### src/rtl/alarm_scan_ctrl.sv
// Alarm-match sequencer: on each second tick, walks the time/alarm digits through an external
// comparator, detects a full HH:MM:SS match and drives a bounded ring. Optional snooze: ALARM_SNOOZE_EN.
module alarm_scan_ctrl #(
  parameter int unsigned RING_SECS   = 60,
  parameter int unsigned CNT_W       = 9,
  parameter int unsigned SNOOZE_SECS = 300
) (
  input  logic        clk,
  input  logic        rst_n,
  input  logic        sec_tick,
  input  logic [23:0] time_bcd,
  input  logic [23:0] alarm_bcd,
  input  logic        alarm_on,
  input  logic        stop,
`ifdef ALARM_SNOOZE_EN
  input  logic        snooze,
`endif
  output logic [3:0]  cmp_a,
  output logic [3:0]  cmp_b,
  output logic        cmp_en,
  input  logic        cmp_l,
  input  logic        cmp_e,
  input  logic        cmp_r,
  output logic        match,
  output logic        ring,
  output logic        busy,
  output logic        cmp_err
);

  localparam int unsigned    CNT_MAX_INT = (1 << CNT_W) - 1;
  localparam logic [CNT_W-1:0] RING_LAST = CNT_W'(RING_SECS - 1);
`ifdef ALARM_SNOOZE_EN
  localparam bit               SNOOZE_BUILT = 1'b1;
  localparam logic [CNT_W-1:0] SNOOZE_LAST  = CNT_W'(SNOOZE_SECS - 1);
`else
  localparam bit               SNOOZE_BUILT = 1'b0;
`endif

  // Counter must be wide enough for every timeout that is compiled in.
  if ((RING_SECS > CNT_MAX_INT) || (SNOOZE_BUILT && (SNOOZE_SECS > CNT_MAX_INT))) begin : g_cnt_w_check
    $error("alarm_scan_ctrl: CNT_W too small for configured timeouts");
  end

  typedef enum logic [1:0] {
    S_IDLE = 2'd0,
    S_SCAN = 2'd1,
`ifdef ALARM_SNOOZE_EN
    S_RING = 2'd2,
    S_SNOOZE = 2'd3
`else
    S_RING = 2'd2
`endif
  } state_e;

  state_e           state_q, state_d;
  logic [2:0]       idx_q, idx_d;
  logic [23:0]      tsnap_q, tsnap_d;
  logic [23:0]      asnap_q, asnap_d;
  logic [CNT_W-1:0] cnt_q, cnt_d;
  logic [3:0]       cmp_a_q, cmp_a_d;
  logic [3:0]       cmp_b_q, cmp_b_d;
  logic             cmp_en_q, cmp_en_d;
  logic             match_q, match_d;
  logic             ring_q, ring_d;
  logic             busy_q, busy_d;
  logic             err_q, err_d;

  logic             onehot_c;
  logic [CNT_W-1:0] cnt_inc_c;
  logic [2:0]       idx_dec_c;

  function automatic logic [3:0] digit(input logic [23:0] v, input logic [2:0] i);
    case (i)
      3'd5:    digit = v[23:20];
      3'd4:    digit = v[19:16];
      3'd3:    digit = v[15:12];
      3'd2:    digit = v[11:8];
      3'd1:    digit = v[7:4];
      default: digit = v[3:0];
    endcase
  endfunction

  assign onehot_c  = (cmp_l ^ cmp_e ^ cmp_r) & ~(cmp_l & cmp_e & cmp_r);
  assign cnt_inc_c = (cnt_q == {CNT_W{1'b1}}) ? cnt_q : cnt_q + CNT_W'(1);
  assign idx_dec_c = idx_q - 3'd1;

  // State and output registers.
  always_ff @(posedge clk or negedge rst_n) begin
    if (!rst_n) begin
      state_q  <= S_IDLE;
      idx_q    <= 3'd0;
      tsnap_q  <= 24'd0;
      asnap_q  <= 24'd0;
      cnt_q    <= '0;
      cmp_a_q  <= 4'd0;
      cmp_b_q  <= 4'd0;
      cmp_en_q <= 1'b0;
      match_q  <= 1'b0;
      ring_q   <= 1'b0;
      busy_q   <= 1'b0;
      err_q    <= 1'b0;
    end else begin
      state_q  <= state_d;
      idx_q    <= idx_d;
      tsnap_q  <= tsnap_d;
      asnap_q  <= asnap_d;
      cnt_q    <= cnt_d;
      cmp_a_q  <= cmp_a_d;
      cmp_b_q  <= cmp_b_d;
      cmp_en_q <= cmp_en_d;
      match_q  <= match_d;
      ring_q   <= ring_d;
      busy_q   <= busy_d;
      err_q    <= err_d;
    end
  end

  // Next-state and next-output logic; comparator outputs are presented one cycle after the decision.
  always_comb begin
    state_d  = state_q;
    idx_d    = idx_q;
    tsnap_d  = tsnap_q;
    asnap_d  = asnap_q;
    cnt_d    = cnt_q;
    cmp_a_d  = 4'd0;
    cmp_b_d  = 4'd0;
    cmp_en_d = 1'b0;
    match_d  = 1'b0;
    ring_d   = 1'b0;
    busy_d   = 1'b0;
    err_d    = err_q;

    case (state_q)
      S_IDLE: begin
        if (sec_tick && alarm_on) begin
          tsnap_d  = time_bcd;
          asnap_d  = alarm_bcd;
          idx_d    = 3'd5;
          cmp_a_d  = digit(time_bcd, 3'd5);
          cmp_b_d  = digit(alarm_bcd, 3'd5);
          cmp_en_d = 1'b1;
          busy_d   = 1'b1;
          state_d  = S_SCAN;
        end
      end

      S_SCAN: begin
        if (!onehot_c) begin
          err_d = 1'b1;
        end
        if (!alarm_on) begin
          state_d = S_IDLE;
        end else if (onehot_c && cmp_e) begin
          if (idx_q == 3'd0) begin
            match_d = 1'b1;
            ring_d  = 1'b1;
            cnt_d   = '0;
            state_d = S_RING;
          end else begin
            idx_d    = idx_dec_c;
            cmp_a_d  = digit(tsnap_q, idx_dec_c);
            cmp_b_d  = digit(asnap_q, idx_dec_c);
            cmp_en_d = 1'b1;
            busy_d   = 1'b1;
          end
        end else begin
          state_d = S_IDLE;
        end
      end

      S_RING: begin
        ring_d = 1'b1;
        if (stop || !alarm_on) begin
          ring_d  = 1'b0;
          state_d = S_IDLE;
        end
`ifdef ALARM_SNOOZE_EN
        else if (snooze) begin
          ring_d  = 1'b0;
          cnt_d   = '0;
          state_d = S_SNOOZE;
        end
`endif
        else if (sec_tick) begin
          if (cnt_q == RING_LAST) begin
            ring_d  = 1'b0;
            state_d = S_IDLE;
          end else begin
            cnt_d = cnt_inc_c;
          end
        end
      end

`ifdef ALARM_SNOOZE_EN
      S_SNOOZE: begin
        if (stop || !alarm_on) begin
          state_d = S_IDLE;
        end else if (sec_tick) begin
          if (cnt_q == SNOOZE_LAST) begin
            ring_d  = 1'b1;
            cnt_d   = '0;
            state_d = S_RING;
          end else begin
            cnt_d = cnt_inc_c;
          end
        end
      end
`endif

      default: state_d = S_IDLE;
    endcase
  end

  assign cmp_a   = cmp_a_q;
  assign cmp_b   = cmp_b_q;
  assign cmp_en  = cmp_en_q;
  assign match   = match_q;
  assign ring    = ring_q;
  assign busy    = busy_q;
  assign cmp_err = err_q;

endmodule

### config.mk
export PLATFORM = sky130hd
export DESIGN_NAME = alarm_scan_ctrl
export DESIGN_NICKNAME = d
export VERILOG_FILES = /design/src/rtl/alarm_scan_ctrl.sv
export SDC_FILE = /design/constraint.sdc
export NUM_CORES = 1
export LEC_CHECK = 0
export CORE_MARGIN = 2
export CORE_UTILIZATION = 55
export DETAILED_ROUTE_END_ITERATION = 8
export PLACE_DENSITY_LB_ADDON = 0.25
export SLEW_MARGIN = 20
export SYNTH_ARGS = -nofsm -noshare
export SYNTH_HDL_FRONTEND = slang
export SYNTH_SLANG_ARGS = --single-unit
### constraint.sdc
create_clock -name clk -period 6.2 [get_ports clk]
set_input_delay 0.62 -clock clk [delete_from_list [all_inputs] [get_ports clk]]
set_output_delay 0.62 -clock clk [all_outputs]
set_load 0.01 [all_outputs]
**Word level (Yosys, flattened, before mapping)**

Cells that the tools add are included.

- Input port bits: 56
- Logic and storage cells: 100
- Register bits after elaboration: 74
- Output and inout port bits: 13

- Equality and inequality tests: 21
- Bitwise operators: 7
- Multiplexer cells: 46
- Reductions and logical operators: 13
- Add/subtract/negate cells: 2

Operators by type and width:

| operator | count |
|---|---|
| $mux 9 | 7 |
| $pmux 4 s5 | 2 |
| $mux 4 | 8 |
| $ne 2x2->1 const B | 9 |
| $pmux 9 s2 | 1 |
| $pmux 4 s2 | 2 |
| $mux 2 | 7 |
| $mux 3 | 4 |
| $mux 1 | 11 |
| $add 9x1->9 const B | 1 |
| $eq 9x6->1 const B | 1 |
| $eq 9x9->1 const B | 1 |
| $reduce_and 8->1 | 1 |
| $eq 3x2->1 const B | 2 |
| $eq 3x3->1 const B | 2 |
| $ne 3x3->1 const B | 2 |
| $pmux 2 s3 | 1 |
| $pmux 3 s2 | 1 |
| $reduce_and 5->1 | 1 |
| $ne 4x4->1 const B | 1 |
| $pmux 1 s2 | 2 |
| $reduce_and 2->1 | 2 |
| $reduce_and 4->1 | 1 |
| $reduce_bool 2->1 | 2 |
| 12 further kinds | 17 |

**Logic depth before layout (Yosys ltp)**

- Depth in word-level cells: 8
- Mapped depth: 9
- Mapped depth without buffers: 8

**Worst setup path before layout**

Ideal clock, no wire load.

- Kind: input-to-reg
- Start: input cmp_l
- End: register cnt_q[6]
- Arrival time: 2.338 ns
- Path slack: 3.738 ns
- Setup time: 0.124 ns
- Stages: 7
- Data required time: 6.076 ns
- Buffers on the path: 1
- Path through: ha_1 > or3b_1 > and2_4 > o31a_4 > or2_1 > buf_6 > a211o_1

- Word-level cells in the longest chain between the ends: 7
- Elaborated cells on any way between the ends: 9
- Classes of those cells: eq/ne: 1; bitwise: 6; reduce/logical: 2

Ends and longest elaborated chain:

| what | RTL line | RTL |
|---|---|---|
| start: declaration | 21 | `input logic cmp_l,` |
| $and 1x1->1 (2 in series) | 83 | `assign onehot_c = (cmp_l ^ cmp_e ^ cmp_r) & ~(cmp_l & cmp_e & cmp_r);` |
| $not 1->1 | 83 |  |
| $and 1x1->1 * | 83 |  |
| $logic_and 1x1->1 * | 153 | `end else if (onehot_c && cmp_e) begin` |
| $ne 2x2->1 (no source line) * | n/a |  |
| $reduce_and 8->1 (no source line) * | n/a |  |
| end signal: assignment | 107 | `cnt_q <= cnt_d;` |
| end: declaration | 59 | `logic [CNT_W-1:0] cnt_q, cnt_d;` |

Mark *: on every way between the ends. The rest lies on a longest branch, timed or not.
A chain may end at the register's enable or synchronous reset.

**Final worst setup path**

- Start: input cmp_e
- End: register cnt_q[6]

- Word-level cells in the longest chain between the ends: 7
- Elaborated cells on any way between the ends: 9
- Classes of those cells: eq/ne: 1; bitwise: 6; reduce/logical: 2

Ends and longest elaborated chain:

| what | RTL line | RTL |
|---|---|---|
| start: declaration | 22 | `input logic cmp_e,` |
| $and 1x1->1 (2 in series) | 83 |  |
| $not 1->1 | 83 |  |
| $and 1x1->1 | 83 |  |
| $logic_and 1x1->1 * | 153 |  |
| $ne 2x2->1 (no source line) * | n/a |  |
| $reduce_and 8->1 (no source line) * | n/a |  |

Marks and branches as above.

==> metrics.md <==
| Metric | Value |
|---|---|
| Setup CP Type | in2reg |
| Vias per cell | 5.67 |
| Met3 Usage GRT | 4.17% |
| Synthesized area per cell | 9.11 µm² |
| Number of antenna violations at the first check in global routing | 0 |
| Ys Warns | 0 |
| Number of diodes | 0 |
| Die footprint | 6960 µm² |
| Worst Reg-to-Reg Cells | 6 |
| Layout cells sized above 1 | 6.07% |
| Synthesized area | 3470 µm² |
| GRT busiest layer | met2 |
| Die width | 83.4 µm |
| Leak | 2.10 nW |
| Final min period | 2.64 ns |
| Routing usage on met2 | 37.4% |
| Largest net degree at the start of global routing | 75 |
| Syn_nets | 448 |
| Critical R2R Capture | cnt_q[6]$_DFFE_PN0P_ |
| Hold Buf Count CTS | 0 |
| Routed via count | 2947 |
| Placed wire-length estimate | 5100 µm |
| Commonest cells after routing, fill and taps aside | 157 x nand2_1, 74 x dfrtp_1, 67 x clkdlybuf4s50_1, 22 x o21ai_0, 12 x nor2_1 |
| Worst Hold Launch | cmp_err$_DFFE_PN0P_ |
| Worst setup EP type | flip-flop |
| Total CTS buffers | 9 |
| I/O pin total | 69 |
| Port Buffers | 68 |
| Crit-path max FO | 10 |
| Starting Density | 57.6% |
| Max Freq | 378 MHz |
| RR Startpoint | idx_q[0]$_DFFE_PN0P_ |
| Skew final | 0.00565 ns |
| Slew at the pin closest to its max-slew limit | 1.05 ns |
| CP required | 6.44 ns |
| Yosys cell types | 44 |
| Max-slew violation count | 0 |
| Routed WL per cell | 15.4 µm |
| CTS clock-pin slew for the worst setup and hold paths | 0.07 ns |
| Nets@finish | 507 |
| Worst skew pair latency | 0.34 ns |
| Core Region | 6030 µm² |
| CP Launch Point | cmp_e |
| First-pass DRT Iterations | 4 |
| CTS tree | built |
| Final hold vios | 0 |
| Maximum VDD drop | 0.213 mV |
| Iter 0 DRT Violations | 207 |
| Clk sink count | 74 |
| Die Height | 83.4 µm |
| Hold/Removal Path Class | reg2reg |
| Pwr/cell area | 408 nW/µm² |
| RSZ-0062 raised after global routing | no |
| Non-Filler Instances | 520 |
| Post-CTS setup repair buffer count | 0 |
| Drc violations | 0 |
| Count of final setup violators | 0 |
| Number of global-route vias before repair | 2866 |
| Sequential share of the synthesized area | 53.4% |
| Synthesis-to-finish area growth | 26.6% |
| Status | finished clean |
| # Max-Cap Violations | 0 |
| Setup_tns | 0 ns |
| Fin crit share | 42.6% |
| Post-Route WL | 8000 µm |
| Critical Path AT | 2.88 ns |
| Worst Setup Start Kind | input port |
| Commonest non-fill, non-tap cell in the layout | nand2_1 |
| H-tree depth | 3 |
| PostCTS Resize Cnt | 0 |
| Max-slew headroom | 29.9% |
| Synth Instances | 381 |
| FF+latch count, synth | 74 |
| Cells after DPL | 504 |
| M1 GR Usage | 32.9% |
| Ys async rst share | 100% |
| Worst Setup EP | cnt_q[6]$_DFFE_PN0P_ |
| First-pass GRT wire length | 13300 µm |
| GRT overflow | 0 |
| Layout fillers | 455 |
| GRT Resource Usage Total | 23.7% |
| CTS Buffer Depth | 2 |
| Flop2flop setup slack | 3.57 ns |
| FP Rows | 28 |
| Number of synthesized flops with an enable pin | 0 |
| Clk root buf | clkbuf_8 |
| Main flop type after synthesis | dfrtp_1 |
| Routability cong. | 0.822 |
| DRT antenna net count | 0 |
flip-flops by register name (all words and copies together), names as in the netlist:
name and flops:
asnap_q 24, busy 1, cmp_a 4, cmp_b 4, cmp_err 1, cnt_q 9, idx_q 3, match 1
ring 1, state_q 2, tsnap_q 24
synthesized netlist by cell type (2+ instances only):
master / instances / area share, %
ha_1: 11 / 4.0
nor2_1: 13 / 1.4
and3_1: 2 / 0.36
or4_1: 2 / 0.43
nand3_1: 9 / 1.3
or2b_2: 2 / 0.50
dfrtp_1: 74 / 53
a21oi_1: 3 / 0.43
a21o_2: 2 / 0.50
a222oi_1: 8 / 2.3
a22o_1: 9 / 2.3
nand3b_1: 2 / 0.43
a221oi_1: 8 / 2.0
nand2_1: 157 / 17
buf_1: 2 / 0.22
inv_1: 6 / 0.65
a21o_1: 2 / 0.43
o21a_1: 2 / 0.43
o211ai_1: 4 / 0.87
nor4_1: 2 / 0.36
clkbuf_1: 16 / 1.7
o21ai_0: 22 / 3.2
or3_1: 2 / 0.36
cell families after synthesis:
group           synth area share, %
simple gates                   23.6
compound gates                 14.9
buf+inv                        3.71
xor+xnor                      0.252
flops                          53.4
fa+ha+maj                      3.97
mux                           0.288
per-stage QoR:
stage	worst slack, ns	util, %	total power [mW]	hold slack (ns)	area, µm²
floorplan	3.74	-	1.15	0.324	3470
global placement	3.24	69.1	1.31	0.458	4160
detailed placement	3.20	69.1	1.34	0.456	4160
CTS	3.57	72.9	1.79	0.472	4390
global route	3.40	72.9	1.91	0.501	4390
finish	3.56	72.9	1.79	0.470	4390
critical path: stages:
cell and delay [ns]:
clkdlybuf4s50_1 0.48, ha_1 0.23, or3b_1 0.37, and2_4 0.15, o31a_4 0.32, or2_1 0.37, a211o_1 0.33
worst min path at each step:
stage / to / depth (start not counted)
after detailed placement: cmp_err$_DFFE_PN0P_ / 1
after global placement: asnap_q[11]$_DFFE_PN0P_ / 2
after CTS: cmp_err$_DFFE_PN0P_ / 1
after floorplan: asnap_q[0]$_DFFE_PN0P_ / 0
after global routing: asnap_q[12]$_DFFE_PN0P_ / 2
final: cmp_err$_DFFE_PN0P_ / 1
power by group:
| group | internal (mW) | total, mW | switching (mW) |
|---|---|---|---|
| clock network | 0.265 | 0.440 | 0.174 |
| registers | 0.656 | 0.758 | 0.102 |
| logic | 0.249 | 0.596 | 0.347 |
| total | 1.17 | 1.79 | 0.623 |
cell type report:
cell class	instances	area, µm²	share of cell area [%]
clock buffers	10	128	2.90
multi-input cells	279	1500	34.2
flip-flops and latches	74	1850	42.1
repair buffers	70	691	15.7
inverters	6	22.5	0.513
well taps	75	93.8	2.14
clock inverters	6	105	2.39
layer usage:
metal / vias up / wire length (µm)
met2: 104 / 3750
met3: 14 / 514
met4: 0 / 152
met5: - / 0
li1: 1413 / -
met1: 1416 / 3580
Power figures use the tool's default switching activity.
